**src/rtl/led_pwm_ctrl.sv**
```systemverilog
// Avalon-MM LED controller: per-LED enable mask, 8-bit PWM brightness and global blink.
// Duty values are double-buffered so brightness changes only take effect at frame boundaries.
module led_pwm_ctrl #(
   parameter int          NUM_LEDS     = 8,
   parameter logic [15:0] PRESCALE_RST = 16'd195,
   parameter logic [15:0] BLINK_RST    = 16'd250
) (
   input  logic                clk_clk,
   input  logic                reset_reset_n,
   input  logic [2:0]          avs_address,
   input  logic                avs_read,
   output logic [31:0]         avs_readdata,
   input  logic                avs_write,
   input  logic [31:0]         avs_writedata,
   output logic [NUM_LEDS-1:0] leds
);

   localparam logic [2:0] ADDR_CTRL      = 3'd0;
   localparam logic [2:0] ADDR_LED_ON    = 3'd1;
   localparam logic [2:0] ADDR_PRESCALE  = 3'd2;
   localparam logic [2:0] ADDR_BLINK     = 3'd3;
   localparam logic [2:0] ADDR_BRIGHT_LO = 3'd4;
   localparam logic [2:0] ADDR_BRIGHT_HI = 3'd5;
   localparam logic [2:0] ADDR_STATUS    = 3'd6;

   logic [1:0]                ctrl_q, ctrl_d;
   logic [NUM_LEDS-1:0]       led_on_q, led_on_d;
   logic [15:0]               prescale_q, prescale_d;
   logic [15:0]               blink_q, blink_d;
   logic [31:0]               bright_lo_q, bright_lo_d;
   logic [31:0]               bright_hi_q, bright_hi_d;
   logic [15:0]               presc_cnt_q, presc_cnt_d;
   logic [7:0]                pwm_cnt_q, pwm_cnt_d;
   logic [15:0]               frame_cnt_q, frame_cnt_d;
   logic                      blink_phase_q, blink_phase_d;
   logic [NUM_LEDS-1:0][7:0]  shadow_q, shadow_d;
   logic [NUM_LEDS-1:0]       leds_q, leds_d;
   logic [31:0]               readdata_q, readdata_d;

   logic                      wr_ctrl, wr_led_on, wr_prescale, wr_blink, wr_bright_lo, wr_bright_hi;
   logic                      enable, en_rise, tick, frame_end, blink_wrap;
   logic [63:0]               bright_all;
   logic [NUM_LEDS-1:0]       lit;

   assign wr_ctrl      = avs_write && (avs_address == ADDR_CTRL);
   assign wr_led_on    = avs_write && (avs_address == ADDR_LED_ON);
   assign wr_prescale  = avs_write && (avs_address == ADDR_PRESCALE);
   assign wr_blink     = avs_write && (avs_address == ADDR_BLINK);
   assign wr_bright_lo = avs_write && (avs_address == ADDR_BRIGHT_LO);
   assign wr_bright_hi = avs_write && (avs_address == ADDR_BRIGHT_HI);

   always_comb begin
      ctrl_d      = ctrl_q;
      led_on_d    = led_on_q;
      prescale_d  = prescale_q;
      blink_d     = blink_q;
      bright_lo_d = bright_lo_q;
      bright_hi_d = bright_hi_q;
      if (wr_ctrl)      ctrl_d      = avs_writedata[1:0];
      if (wr_led_on)    led_on_d    = avs_writedata[NUM_LEDS-1:0];
      if (wr_prescale)  prescale_d  = avs_writedata[15:0];
      if (wr_blink)     blink_d     = avs_writedata[15:0];
      if (wr_bright_lo) bright_lo_d = avs_writedata;
      if (wr_bright_hi) bright_hi_d = avs_writedata;
   end

   assign enable     = ctrl_q[0];
   assign en_rise    = !ctrl_q[0] && ctrl_d[0];
   assign tick       = enable && (presc_cnt_q == prescale_q);
   assign frame_end  = tick && (pwm_cnt_q == 8'hFF);
   assign blink_wrap = frame_end && (frame_cnt_q == blink_q);
   // Enabling loads the freshest duty values, including one written in the same cycle.
   assign bright_all = {bright_hi_d, bright_lo_d};

   always_comb begin
      presc_cnt_d   = presc_cnt_q;
      pwm_cnt_d     = pwm_cnt_q;
      frame_cnt_d   = frame_cnt_q;
      blink_phase_d = blink_phase_q;
      shadow_d      = shadow_q;

      if (wr_prescale || en_rise)
         presc_cnt_d = '0;
      else if (enable)
         presc_cnt_d = tick ? 16'd0 : presc_cnt_q + 16'd1;

      if (en_rise)
         pwm_cnt_d = '0;
      else if (tick)
         pwm_cnt_d = pwm_cnt_q + 8'd1;

      if (wr_blink)
         frame_cnt_d = '0;
      else if (frame_end)
         frame_cnt_d = blink_wrap ? 16'd0 : frame_cnt_q + 16'd1;

      // Phase is pinned high as soon as blink is switched off, so LEDs reappear at once.
      if (!ctrl_d[1])
         blink_phase_d = 1'b1;
      else if (blink_wrap)
         blink_phase_d = !blink_phase_q;

      if (en_rise || frame_end) begin
         for (int i = 0; i < NUM_LEDS; i++)
            shadow_d[i] = bright_all[i*8 +: 8];
      end
   end

   // Full scale is forced on so a 255 duty has no one-step dark gap per frame.
   genvar gi;
   generate
      for (gi = 0; gi < NUM_LEDS; gi++) begin : g_lit
         assign lit[gi] = (shadow_q[gi] == 8'hFF) || (pwm_cnt_q < shadow_q[gi]);
      end
   endgenerate

   assign leds_d = enable ? (led_on_q & lit & {NUM_LEDS{blink_phase_q}}) : '0;

   always_comb begin
      readdata_d = readdata_q;
      if (avs_read) begin
         unique case (avs_address)
            ADDR_CTRL:      readdata_d = {30'd0, ctrl_q};
            ADDR_LED_ON:    readdata_d = 32'(led_on_q);
            ADDR_PRESCALE:  readdata_d = {16'd0, prescale_q};
            ADDR_BLINK:     readdata_d = {16'd0, blink_q};
            ADDR_BRIGHT_LO: readdata_d = bright_lo_q;
            ADDR_BRIGHT_HI: readdata_d = bright_hi_q;
            ADDR_STATUS:    readdata_d = {frame_cnt_q, 7'd0, blink_phase_q, pwm_cnt_q};
            default:        readdata_d = '0;
         endcase
      end
   end

   always_ff @(posedge clk_clk or negedge reset_reset_n) begin
      if (!reset_reset_n) begin
         ctrl_q        <= '0;
         led_on_q      <= '0;
         prescale_q    <= PRESCALE_RST;
         blink_q       <= BLINK_RST;
         bright_lo_q   <= '0;
         bright_hi_q   <= '0;
         presc_cnt_q   <= '0;
         pwm_cnt_q     <= '0;
         frame_cnt_q   <= '0;
         blink_phase_q <= 1'b1;
         shadow_q      <= '0;
         leds_q        <= '0;
         readdata_q    <= '0;
      end else begin
         ctrl_q        <= ctrl_d;
         led_on_q      <= led_on_d;
         prescale_q    <= prescale_d;
         blink_q       <= blink_d;
         bright_lo_q   <= bright_lo_d;
         bright_hi_q   <= bright_hi_d;
         presc_cnt_q   <= presc_cnt_d;
         pwm_cnt_q     <= pwm_cnt_d;
         frame_cnt_q   <= frame_cnt_d;
         blink_phase_q <= blink_phase_d;
         shadow_q      <= shadow_d;
         leds_q        <= leds_d;
         readdata_q    <= readdata_d;
      end
   end

   assign leds         = leds_q;
   assign avs_readdata = readdata_q;

endmodule

```
**config.mk**
```make
export PLATFORM = sky130hd
export DESIGN_NAME = led_pwm_ctrl
export DESIGN_NICKNAME = d
export VERILOG_FILES = /design/src/rtl/led_pwm_ctrl.sv
export SDC_FILE = /design/constraint.sdc
export NUM_CORES = 1
export LEC_CHECK = 0
export BUFFER_PORTS_ARGS = -buffer_cell sky130_fd_sc_hd__buf_4
export CORE_AREA = 10 10 158 160
export DETAILED_ROUTE_END_ITERATION = 10
export DIE_AREA = 0 0 168 170
export MAX_ROUTING_LAYER = met4
export PLACE_DENSITY_LB_ADDON = 0.15
export SKIP_CTS_REPAIR_TIMING = 1
export SLEW_MARGIN = 20
export SYNTH_ARGS = -nofsm -noshare
export SYNTH_HDL_FRONTEND = slang
export SYNTH_SLANG_ARGS = --single-unit
```
**constraint.sdc**
```tcl
create_clock -name clk_clk -period 4.8 [get_ports clk_clk]
set_clock_uncertainty 0.1 [all_clocks]
set_input_delay 0.96 -clock clk_clk [delete_from_list [all_inputs] [get_ports clk_clk]]
set_output_delay 0.96 -clock clk_clk [all_outputs]
set_load 0.02 [all_outputs]
```
# Word level (Yosys, flattened, before mapping)
# Index checks and enable logic that the tools add are counted.
op_classes:
  addsub: 3
  mul: 0
  div: 0
  magnitude_cmp: 8
  n_eq_ne: 18
  n_shift: 0
  mux: 15
  n_bitwise: 2
  n_reduce_logical: 26
op_table:
  columns: ["cell", "n"]
  rows:
  - ["$pmux 32 s7", 1]
  - ["$mux 16", 6]
  - ["$eq 8x8->1 const B", 9]
  - ["$lt 8x8->1", 8]
  - ["$mux 32", 2]
  - ["$add 16x1->16 const B", 2]
  - ["$eq 16x16->1", 2]
  - ["$mux 8", 3]
  - ["$and 8x8->8", 2]
  - ["$logic_and 1x1->1", 10]
  - ["$logic_or 1x1->1", 10]
  - ["$eq 3x3->1 const B", 3]
  - ["$add 8x1->8 const B", 1]
  - ["$eq 3x2->1 const B", 2]
  - ["$reduce_bool 2->1", 3]
  - ["$eq 3x1->1 const B", 1]
  - ["$logic_not 3->1", 1]
  - ["$logic_not 1->1", 2]
  - ["$mux 1", 2]
  - ["$mux 2", 1]
  - ["$ne 2x1->1 const B", 1]
word_totals:
  ff_bits: 251
  latch_bits: 0
  mem_bits_rw: 0
  mem_bits_ro: 0
  word_cells: 92
  memories: 0

# Longest topological paths before layout
# Gate-level depths: netlist of run 1.
depth:
  word_depth: 7
  depth_mapped: 9
  depth_no_buf: 7

# Worst setup path after synthesis of run 1
# No wires, ideal clock.
synth_path:
  path_kind: "input to register"
  start: "in avs_address[2]"
  end: "reg shadow_q[47] (netlist bit)"
  setup_ns: 0.125
  arrival_time_ns: 2.401
  path_slack_ns: 2.175
  cell_stages: 7
  path_buffers: 3
  path_cell_list: "clkbuf_2 > nand2b_1 > or2_2 > buf_2 > buf_6 > mux2_1 > mux2_2"
synth_rtl:
  columns: ["item", "line_no", "rtl"]
  rows:
  - ["start, declared", "10", "input logic [2:0] avs_address,"]
  - ["$eq 3x3->1", "50", "assign wr_bright_hi = avs_write && (avs_address == ADDR_BRIGHT_HI);"]
  - ["$logic_and 1x1->1", "50", null]
  - ["$mux 32", "64", "if (wr_bright_hi) bright_hi_d = avs_writedata;"]
  - ["via bright_hi_d[15]", "31", "logic [31:0] bright_hi_q, bright_hi_d;"]
  - ["end signal, assigned", "161", "shadow_q <= shadow_d;"]
  - ["end, declared", "36", "logic [NUM_LEDS-1:0][7:0] shadow_q, shadow_d;"]
# The timed path passes the listed nets, and every way through them passes these cells.
# A chain may end at the register's enable or synchronous reset.

# Worst setup path after layout of run 1
layout_path:
  start: "reg presc_cnt_q[5]"
  end: "reg frame_cnt_q[13]"
layout_between:
  elab_chain_len: 7
layout_rtl:
  columns: ["item", "line_no", "rtl"]
  rows:
  - ["start, declared", "32", "logic [15:0] presc_cnt_q, presc_cnt_d;"]
  - ["start signal, assigned", "157", "presc_cnt_q <= presc_cnt_d;"]
  - ["$eq 16x16->1 *", "69", "assign tick = enable && (presc_cnt_q == prescale_q);"]
  - ["$logic_and 1x1->1 *", "69", null]
  - ["$logic_and 1x1->1 *", "70", "assign frame_end = tick && (pwm_cnt_q == 8'hFF);"]
  - ["$logic_and 1x1->1", "71", "assign blink_wrap = frame_end && (frame_cnt_q == blink_q);"]
  - ["$mux 16", "95", "frame_cnt_d = blink_wrap ? 16'd0 : frame_cnt_q + 16'd1;"]
  - ["$mux 16", "94", "else if (frame_end)"]
  - ["$mux 16", "92", "if (wr_blink)"]
  - ["end signal, assigned", "159", "frame_cnt_q <= frame_cnt_d;"]
  - ["end, declared", "34", "logic [15:0] frame_cnt_q, frame_cnt_d;"]
# Every way passes the cells marked *; elsewhere a longest branch is shown, timed or not. The select of a mux whose other input is x is not followed.

==> summary.txt, run 1 <==
Clock tree
  – Clk Tree Root Cell: clkbuf_16
  – Clk sinks: ~250
  – Htree depth: 1
  – Worst skew pair latency: around 0.54 ns
  – CTS buffer count: 27
  – CTS tree: done
  – Clk buf depth: 3
  – Clk slew on worst S/H paths: about 0.060 ns

Global route
  – Pin count of the biggest net entering global routing: ~130
  – First-pass GRT wire length: 53720 µm
  – Overflow after GRT: 0
  – Vias in the first global route: approximately 9300
  – All-Layer GR Usage: 0.2406
  – Initial antenna violation count: 0

Setup path
  – Critical Path Start: presc_cnt_q[5]
  – WP data required: approximately 5.1 ns
  – FF-to-FF Start: presc_cnt_q[5]
  – Critical path cell sequence: xnor2_1, nand4_1, nor3_2, nand3_1, nand2b_1, o41ai_1
  – FF-to-FF setup slack: approximately 1.6 ns
  – CP Capture Point: frame_cnt_q[13]
  – R2R depth: 6
  – Worst reg2reg endpoint: frame_cnt_q[13]
  – Largest stage delay on the critical path: a little under 0.8 ns
  – Crit path buf inv count: 0
  – Crit start category: register
  – Stages on worst setup path: 6
  – Setup CP Type: reg2reg
  – Crit path capture type: register
  – Worst EP arrival: between 3 and 4 ns
  – Crit Path Max Fanout: 12
  – Critical path's slowest cell: nor3_2
  – CP delay by family, top: simple AND/OR/NAND/NOR gates

STA
  – Final-report hold violation count: 0
  – Achievable clock frequency: 314.1 MHz
  – Least-Margin Pin Slew: 1.025 ns
  – Final setup viols: 0
  – Worst hold slack: between 0.3 and 0.4 ns
  – RSZ-0062 raised after global routing: false
  – Slew Limit Fails: 0
  – Period Utilization, post-route: 0.6634
  – Final setup TNS: 0 ns
  – Slew HR: 0.3165
  – Min Tclk post-route: ~3.2 ns

Job
  – Max_cap viols: 0

Placement
  – Placed cells: 1482
  – RD Place Congestion: 0.9278
  – Dpl hpwl: 23840 µm
  – IO Port Bufs: 78

Routing
  – Drt drc: 0
  – Starting DRT DRC Count: roughly 900
  – Drt via density: roughly 6.1
  – Vias: 9304
  – Mean routed wirelength per cell: about 22 µm
  – TritonRoute pass-1 iters: 5
  – Total routed wirelength: ~34000 µm
  – ANT nets after route: 0

Yosys
  – Netlist cell types: 61
  – FF+latch count, synth: between 200 and 300
  – Synth area leaders: dfrtp_1, mux2_2, ha_1
  – Most frequent cells after synthesis: dfrtp_1, mux2_2, inv_1, nand2_1, nor2_1
  – Count leader, synth: dfrtp_1
  – Syn_nets: between 1000 and 1500
  – Syn Area/Cell: 11.08 µm²
  – Number of synthesized flops with an enable pin: 0
  – Asr flop ratio synth: 1.000
  – Post-synth top area share: 0.4635
  – Register area share after synthesis: 0.4858
  – Ys Warns: 0
  – Main synth FF type: dfrtp_1
  – Mapped Area: ~13000 µm²
  – Leading area contributor after synthesis: dfrtp_1
  – Post-Syn Instances: roughly 1200

Layout
  – Area Growth Syn to Fin: 12.14%
  – Final net count: ~1300
  – Layout cells sized above 1: 0.2610
  – Final cell count without fillers: ~1500
  – # diodes: 0

Floorplan
  – Ports: 79
  – Die Wd: ~170 µm
  – Die H: 170 µm
  – DIE AREA: about 29000 µm²
  – Initial Util: 0.5975
  – Core Box Area: ~22000 µm²
  – Row Count: 54

Pwr
  – Power density over cell area: 477.3 nW/µm²
  – Pleak: ~6.6 nW
  – Worst IR Drop VDD: approximately 290 µV

Worst hold path
  – HP Class: reg2reg

Outcome
  – Status: finished, final reports clean
power breakdown:
part	switching (W)	internal [W]
Combinational	0.000863	0.000891
Clock	0.000842	0.00119
Sequential	0.000554	0.00259
through the flow:
stage / area, µm² / total power [W] / setup slack, ns / utilization
floorplan: 12960 / 0.004237 / 2.175 / -
global placement: 13670 / 0.004815 / 1.505 / 0.6305
detailed placement: 13670 / 0.004907 / 1.441 / 0.6305
CTS: 14530 / 0.006958 / 1.713 / 0.6700
global route: 14530 / 0.007336 / 1.340 / 0.6700
finish: 14530 / 0.006935 / 1.616 / 0.6700
routing by layer:
metal | GRT usage | vias to the layer above | routed length, µm
met5 | - | - | 0
met4 | 0.06737 | 0 | 761
met3 | 0.03548 | 44 | 2331
met2 | 0.3583 | 326 | 15550
met1 | 0.3371 | 4676 | 15350
li1 | - | 4258 | -
worst reg2reg max path, cell delays in order (launching register included):
cell	delay, ns
dfrtp_1	0.47
xnor2_1	0.26
nand4_1	0.14
nor3_2	0.77
nand3_1	0.55
nand2b_1	0.43
o41ai_1	0.35
kinds of logic after synthesis:
| family | after synthesis | synth area share |
|---|---|---|
| buf+inv | 153 | 0.05378 |
| fa+ha+maj | 59 | 0.05697 |
| xor+xnor | 52 | 0.03573 |
| simple gates | 278 | 0.1083 |
| flops | 251 | 0.4858 |
| mux | 188 | 0.1609 |
| compound gates | 189 | 0.09858 |
sequential cells by signal, indices dropped and copies added, names as in the netlist, 8 cells and up:
name          cells
prescale_q       16
bright_hi_q      32
shadow_q         64
bright_lo_q      32
pwm_cnt_q         8
frame_cnt_q      16
presc_cnt_q      16
avs_readdata     32
leds              8
blink_q          16
led_on_q          8
placed cells by master (no fill, tap or decap), drive strengths merged, types with 41 or more instances in the layout:
cell / count
dfrtp: 240
mux2: 162
inv: 94
buf: 92
nand2: 89
nor2: 65
ha: 59
a21oi: 46
xnor2: 41
clkbuf: 41
worst min path at each step:
stage                     start          endpoint  slack [ns]  cells past startpoint
2_1_floorplan        blink_q[1]        blink_q[1]        0.35                      2
4_1_cts        avs_readdata[12]  avs_readdata[12]        0.38                      1
6_report       avs_readdata[12]  avs_readdata[12]        0.38                      1
3_3_place_gp   avs_readdata[12]  avs_readdata[12]        0.37                      1
3_5_place_dp   avs_readdata[12]  avs_readdata[12]        0.37                      1
5_1_grt        avs_readdata[12]  avs_readdata[12]        0.40                      1
final cells by class:
type | count | area [µm²]
fill | 1672 | 7157
clock buffer | 41 | 798.3
clock inverter | 6 | 58.81
timing repair buffer | 92 | 698.2
sequential | 251 | 6295
inverter | 93 | 349.1
tap | 280 | 350.3
multi-input combinational | 766 | 5982
No activity file was read; power rests on OpenSTA's default activity.
==> run 2: changes to the inputs <==
--- a/config.mk
+++ b/config.mk
@@ -6,9 +6,9 @@
 export NUM_CORES = 1
 export LEC_CHECK = 0
 export BUFFER_PORTS_ARGS = -buffer_cell sky130_fd_sc_hd__buf_4
-export CORE_AREA = 10 10 158 160
+export CORE_AREA = 10 10 165 167
 export DETAILED_ROUTE_END_ITERATION = 10
-export DIE_AREA = 0 0 168 170
+export DIE_AREA = 0 0 175 177
 export MAX_ROUTING_LAYER = met4
 export PLACE_DENSITY_LB_ADDON = 0.15
 export SKIP_CTS_REPAIR_TIMING = 1
==> constraint.sdc (replaced) <==
create_clock -name clk_clk -period 2.8 [get_ports clk_clk]
set_clock_uncertainty 0.1 [all_clocks]
set_input_delay 0.56 -clock clk_clk [delete_from_list [all_inputs] [get_ports clk_clk]]
set_output_delay 0.56 -clock clk_clk [all_outputs]
set_load 0.02 [all_outputs]
==> summary.txt, run 2 (synthesis gave the netlist of run 1 again) <==
Clock tree
  – CTS buffer count: 28 (+3.7%)
  – Clk sinks: 251 (unchanged)
  – Clk slew on worst S/H paths: 0.06 ns (about the same)
  – Clk Tree Root Cell: clkbuf_16
  – Worst skew pair latency: 0.54 ns (about the same)
  – Clk buf depth: 3 (unchanged)
  – Htree depth: 1 (unchanged)
  – CTS tree: done

Setup path
  – Largest stage delay on the critical path: 0.59 ns (-0.18 ns)
  – Setup CP Type: reg2reg
  – Crit path capture type: register
  – Crit start category: register
  – Crit Path Max Fanout: 12 (unchanged)
  – Critical path's slowest cell: nor3_2
  – Worst EP arrival: 2.93 ns (-0.58 ns)
  – FF-to-FF setup slack: 0.20 ns (-1.41 ns)
  – WP data required: 3.13 ns (-1.99 ns)
  – R2R depth: 7 (+1)
  – FF-to-FF Start: prescale_q[0]
  – Critical path cell sequence: xnor2_1, nand4_1, nor3_2, nand3_1, buf_4, nand2b_1, o41ai_1
  – Worst reg2reg endpoint: frame_cnt_q[13]

Layout
  – Final net count: 1361 (+2.4%)
  – Util after Layout: 0.6286 (-0.04146)
  – Leading cell types in the layout, fill and taps excluded: dfrtp_1, mux2_2, buf_4, inv_1, nand2_1
  – Layout cells sized above 1: 0.2843 (+0.02326)
  – Area Growth Syn to Fin: 16.23%
  – # fillers: 1952 (+17%)
  – Final instance area: 15060 µm² (+3.7%)
  – Max reg flops: 64 (unchanged)
  – Largest Register: shadow_q
  – Final cell count without fillers: 1608 (+5.2%)
  – Multi-input logic area: 5982 µm² (unchanged)
  – FF+latch area: 6295 µm² (unchanged)
  – Most common cell after layout, fill and taps aside: dfrtp_1
  – # diodes: 0 (unchanged)

Placement
  – Placed cells: 1556 (+5.0%)
  – DP Area: 14020 µm² (+2.5%)
  – Dpl hpwl: 24550 µm (+3.0%)
  – RD Place Congestion: 0.9281 (about the same)
  – IO Port Bufs: 78 (unchanged)

STA
  – Slew HR: 0.5483 (+0.2318)
  – Final-report hold violation count: 0 (unchanged)
  – Period Utilization, post-route: 0.9282 (+0.2648)
  – Final setup TNS: 0 ns (unchanged)
  – Achievable clock frequency: 384.8 MHz (+23%)
  – Final setup viols: 0 (unchanged)
  – Min Tclk post-route: 2.599 ns (-0.5852 ns)
  – Slew Limit Fails: 0 (unchanged)
  – RSZ-0062 raised after global routing: false
  – Least-Margin Pin Slew: 0.6739 ns (-0.3513 ns)

Pwr
  – Worst IR Drop VDD: 520.8 µV (+82%)
  – Final Power: 0.01257 W (+81%)
  – Power density over cell area: 834.4 nW/µm² (+75%)
  – Pleak: 6.884 nW (+3.9%)

Floorplan
  – Row Count: 57 (+5.6%)
  – Ports: 79 (unchanged)
  – Die Wd: 175 µm (+4.2%)
  – Die H: 177 µm (+4.1%)
  – DIE AREA: 30980 µm² (+8.5%)
  – Core Box Area: 23960 µm² (+10%)
  – Initial Util: 0.5408 (-0.05672)

Routing
  – Drt drc: 0 (unchanged)
  – Starting DRT DRC Count: 701 (-21%)
  – Total routed wirelength: 34230 µm (+0.71%)
  – TritonRoute pass-1 iters: 7 (+2)
  – Mean routed wirelength per cell: 21.29 µm (-4.2%)
  – Drt via density: 5.779 (-5.0%)
  – Vias: 9293 (-0.12%)
  – ANT nets after route: 0 (unchanged)

Global route
  – All-Layer GR Usage: 0.2275 (-0.01305)
  – Overflow after GRT: 0 (unchanged)
  – Vias in the first global route: 9416 (+1.6%)
  – Pin count of the biggest net entering global routing: 69 (-49%)
  – Initial antenna violation count: 0 (unchanged)
  – First-pass GRT wire length: 54330 µm (+1.1%)

Worst hold path
  – Hold depth: 3 (+2)
  – Hold Startpoint: avs_writedata[5]
  – WHS Endpoint: blink_q[5]
  – HP Class: in2reg

Job
  – Max_cap viols: 0 (unchanged)

Outcome
  – Status: finished, final reports clean
run 2: cell types whose count changed in the layout (fill, tap and decap cells not counted), sizes merged:
cell	delta
clkinv	+5
clkbuf	-8
dlygate4sd3	+1
buf	+30
inv	-1
bufinv	+6
clkinvlp	+2
run 2: final cells by class:
| cell class | instances | area share |
|---|---|---|
| sequential | 251 | 0.4179 |
| multi-input combinational | 766 | 0.3972 |
| timing repair buffer | 123 | 0.06612 |
| clock buffer | 33 | 0.05051 |
| tap | 324 | 0.02691 |
| inverter | 93 | 0.02318 |
| clock inverter | 18 | 0.01819 |
run 2: worst max-delay path by stage:
stage	start	end	slack, ns	cells after the start
6_report	prescale_q[0]	frame_cnt_q[13]	0.20	7
5_1_grt	prescale_q[7]	shadow_q[37]	0.12	7
4_1_cts	presc_cnt_q[4]	frame_cnt_q[13]	0.22	7
3_5_place_dp	presc_cnt_q[4]	frame_cnt_q[13]	0.22	7
3_3_place_gp	prescale_q[0]	frame_cnt_q[13]	0.29	7
2_1_floorplan	avs_address[2]	shadow_q[47]	0.57	7
run 2: worst max-delay path, delay by kind of cell (launching register included):
kind,cells,cell delay [ns]
xor+xnor,1,0.12
simple gates,4,1.12
compound gates,1,0.35
buf+inv,1,0.22
flops,1,0.57
run 2: report_power, final:
part | switching [W] | internal [W] | leakage (nW)
logic | 0.00170 | 0.00161 | 3.25
clock network | 0.00153 | 0.00258 | 0.509
registers | 0.000701 | 0.00445 | 3.13
total | 0.00393 | 0.00864 | 6.88
run 2: metrics by stage:
step	setup slack [ns]	hold WS [ns]
after global placement	0.2901	0.3682
after global routing	0.1220	0.1507
after detailed placement	0.2176	0.3759
after CTS	0.2187	-0.1046
after floorplan	0.5747	0.1644
final	0.2010	0.1508
run 2: per-layer routing:
layer / routed length, µm / part of all wire / track usage / vias up
met5: 0 / 0 / - / -
met1: 15780 / 0.46 / 0.3100 / 4704
li1: - / - / - / 4332
met2: 16190 / 0.47 / 0.3598 / 226
met3: 1795 / 0.052 / 0.03072 / 31
met4: 471 / 0.014 / 0.04486 / 0
==> run 3: changes to the inputs <==
--- a/config.mk
+++ b/config.mk
@@ -9,7 +9,6 @@
 export CORE_AREA = 10 10 165 167
 export DETAILED_ROUTE_END_ITERATION = 10
 export DIE_AREA = 0 0 175 177
-export MAX_ROUTING_LAYER = met4
 export PLACE_DENSITY_LB_ADDON = 0.15
 export SKIP_CTS_REPAIR_TIMING = 1
 export SLEW_MARGIN = 20
==> summary.txt, run 3 (synthesis gave the netlist of run 1 again) <==
Routing
  – TritonRoute pass-1 iters: 5 (-2)
  – ANT nets after route: 0 (unchanged)
  – Starting DRT DRC Count: 873 (+25%)
  – Vias: 9260 (-0.36%)
  – Drt via density: 5.780 (about the same)
  – Total routed wirelength: 34230 µm (about the same)
  – Mean routed wirelength per cell: 21.37 µm (+0.39%)
  – Drt drc: 0 (unchanged)

Floorplan
  – DIE AREA: 30980 µm² (unchanged)
  – Ports: 79 (unchanged)
  – Initial Util: 0.5408 (unchanged)
  – Core Box Area: 23960 µm² (unchanged)
  – Die Wd: 175 µm (unchanged)
  – Die H: 177 µm (unchanged)
  – Row Count: 57 (unchanged)

Global route
  – Overflow after GRT: 0 (unchanged)
  – Initial antenna violation count: 0 (unchanged)
  – Vias in the first global route: 9335 (-0.86%)
  – GR met1 Demand/Resource: 0.3147 (+0.004673)
  – M2 GR Usage: 0.3483 (-0.01150)
  – Gr busiest metal: met2
  – Met3 GRT Util: 0.02710 (-0.003627)
  – Pin count of the biggest net entering global routing: 71 (+2.9%)
  – All-Layer GR Usage: 0.2200 (-0.007490)
  – First-pass GRT wire length: 54180 µm (-0.28%)

Setup path
  – Critical path's slowest cell: dfstp_2
  – Crit path buf inv count: 1 (unchanged)
  – FF-to-FF Start: prescale_q[0]
  – Worst EP arrival: 2.89 ns (-0.04 ns)
  – CP delay by family, top: simple AND/OR/NAND/NOR gates
  – WP data required: 3.13 ns (about the same)
  – Critical path cell sequence: xnor2_1, nand4_1, nor3_2, nand3_1, buf_4, nand2b_1, o41ai_1
  – Largest stage delay on the critical path: 0.57 ns (-0.02 ns)
  – Crit path capture type: register
  – Crit start category: register
  – Setup CP Type: reg2reg
  – Worst reg2reg endpoint: frame_cnt_q[13]
  – R2R depth: 7 (unchanged)
  – FF-to-FF setup slack: 0.25 ns (+0.05 ns)
  – Crit Path Max Fanout: 12 (unchanged)

STA
  – Slew HR: 0.5195 (-0.02873)
  – Final-report hold violation count: 0 (unchanged)
  – Min Tclk post-route: 2.553 ns (-0.04576 ns)
  – Final setup TNS: 0 ns (unchanged)
  – Worst hold slack: 0.1552 ns (+0.004397 ns)
  – Final setup viols: 0 (unchanged)
  – Achievable clock frequency: 391.7 MHz (+1.8%)
  – Period Utilization, post-route: 0.9119 (-0.01634)
  – Least-Margin Pin Slew: 0.7153 ns (+0.04140 ns)
  – Slew Limit Fails: 0 (unchanged)
  – RSZ-0062 raised after global routing: false

Job
  – Max_cap viols: 0 (unchanged)

Worst hold path
  – WHS Endpoint: blink_q[6]
  – Hold depth: 3 (unchanged)
  – Hold Startpoint: avs_writedata[6]
  – HP Class: in2reg

Layout
  – Max reg flops: 64 (unchanged)
  – Final net count: 1355 (-0.44%)
  – # fillers: 1944 (-0.41%)
  – Most common cell after layout, fill and taps aside: dfrtp_1
  – Largest Register: shadow_q
  – Multi-input logic area: 5982 µm² (unchanged)
  – Area Growth Syn to Fin: 15.96%
  – # diodes: 0 (unchanged)
  – Leading cell types in the layout, fill and taps excluded: dfrtp_1, mux2_2, buf_4, inv_1, nand2_1
  – FF+latch area: 6295 µm² (unchanged)
  – Layout cells sized above 1: 0.2809 (-0.003360)

Clock tree
  – Clk slew on worst S/H paths: 0.06 ns (about the same)
  – Worst skew pair latency: 0.55 ns (about the same)
  – CTS buffer count: 28 (unchanged)
  – CTS tree: done
  – Clk buf depth: 3 (unchanged)
  – Clk Tree Root Cell: clkbuf_16
  – Htree depth: 1 (unchanged)
  – Clk sinks: 251 (unchanged)

Pwr
  – Pleak: 6.865 nW (-0.26%)
  – Power density over cell area: 835.6 nW/µm² (+0.14%)
  – Worst IR Drop VDD: 588.3 µV (+13%)

Outcome
  – Status: finished, final reports clean

Placement
  – RD Place Congestion: 0.9036 (-2.6%)
  – IO Port Bufs: 78 (unchanged)
  – Dpl hpwl: 24470 µm (-0.33%)
run 3: through the flow:
stage	cells	setup slack, ns	power (W)	cell area, µm²	utilization
2_1_floorplan	1170	0.5747	0.007263	12960	-
3_3_place_gp	1550	0.3123	0.008369	13970	0.5831
3_5_place_dp	1550	0.2896	0.008503	13970	0.5831
4_1_cts	1601	0.2245	0.01262	15020	0.6267
5_1_grt	1602	0.03528	0.01328	15030	0.6271
6_report	1602	0.2468	0.01256	15030	0.6271
run 3: routing by layer:
metal  share of wire  vias to the layer above  wire length [µm]
met2            0.46                      227             15870
met4           0.023                        0               788
met3           0.047                       53              1620
met1            0.47                     4669             15960
li1                -                     4311                 -
met5               0                        -                 0
run 3: tightest hold or removal path: stages:
cell	delay (ns)
buf_4	0.14
nand2_1	0.06
nand2_1	0.04
run 3: worst max-delay path by stage:
stage                                  to  slack (ns)      startpoint  depth (start not counted)
after detailed placement  frame_cnt_q[13]        0.29   prescale_q[0]                          7
after floorplan              shadow_q[47]        0.57  avs_address[2]                          7
after global routing      frame_cnt_q[13]        0.04   prescale_q[0]                          7
after global placement       shadow_q[29]        0.31   prescale_q[0]                          7
final                     frame_cnt_q[13]        0.25   prescale_q[0]                          7
after CTS                 frame_cnt_q[13]        0.22   prescale_q[0]                          7
run 3: report_power, final:
part	total (W)	internal, W	leakage (nW)	switching [W]
clock	0.00410	0.00261	0.522	0.00149
sequential	0.00516	0.00445	3.13	0.000707
combinational	0.00330	0.00160	3.21	0.00170
run 3: layout make-up:
cell class,instances,area share
inverter,93,0.02323
clock buffer,38,0.05520
clock inverter,13,0.01432
sequential,251,0.4189
multi-input combinational,766,0.3981
timing repair buffer,117,0.06328
tap,324,0.02698
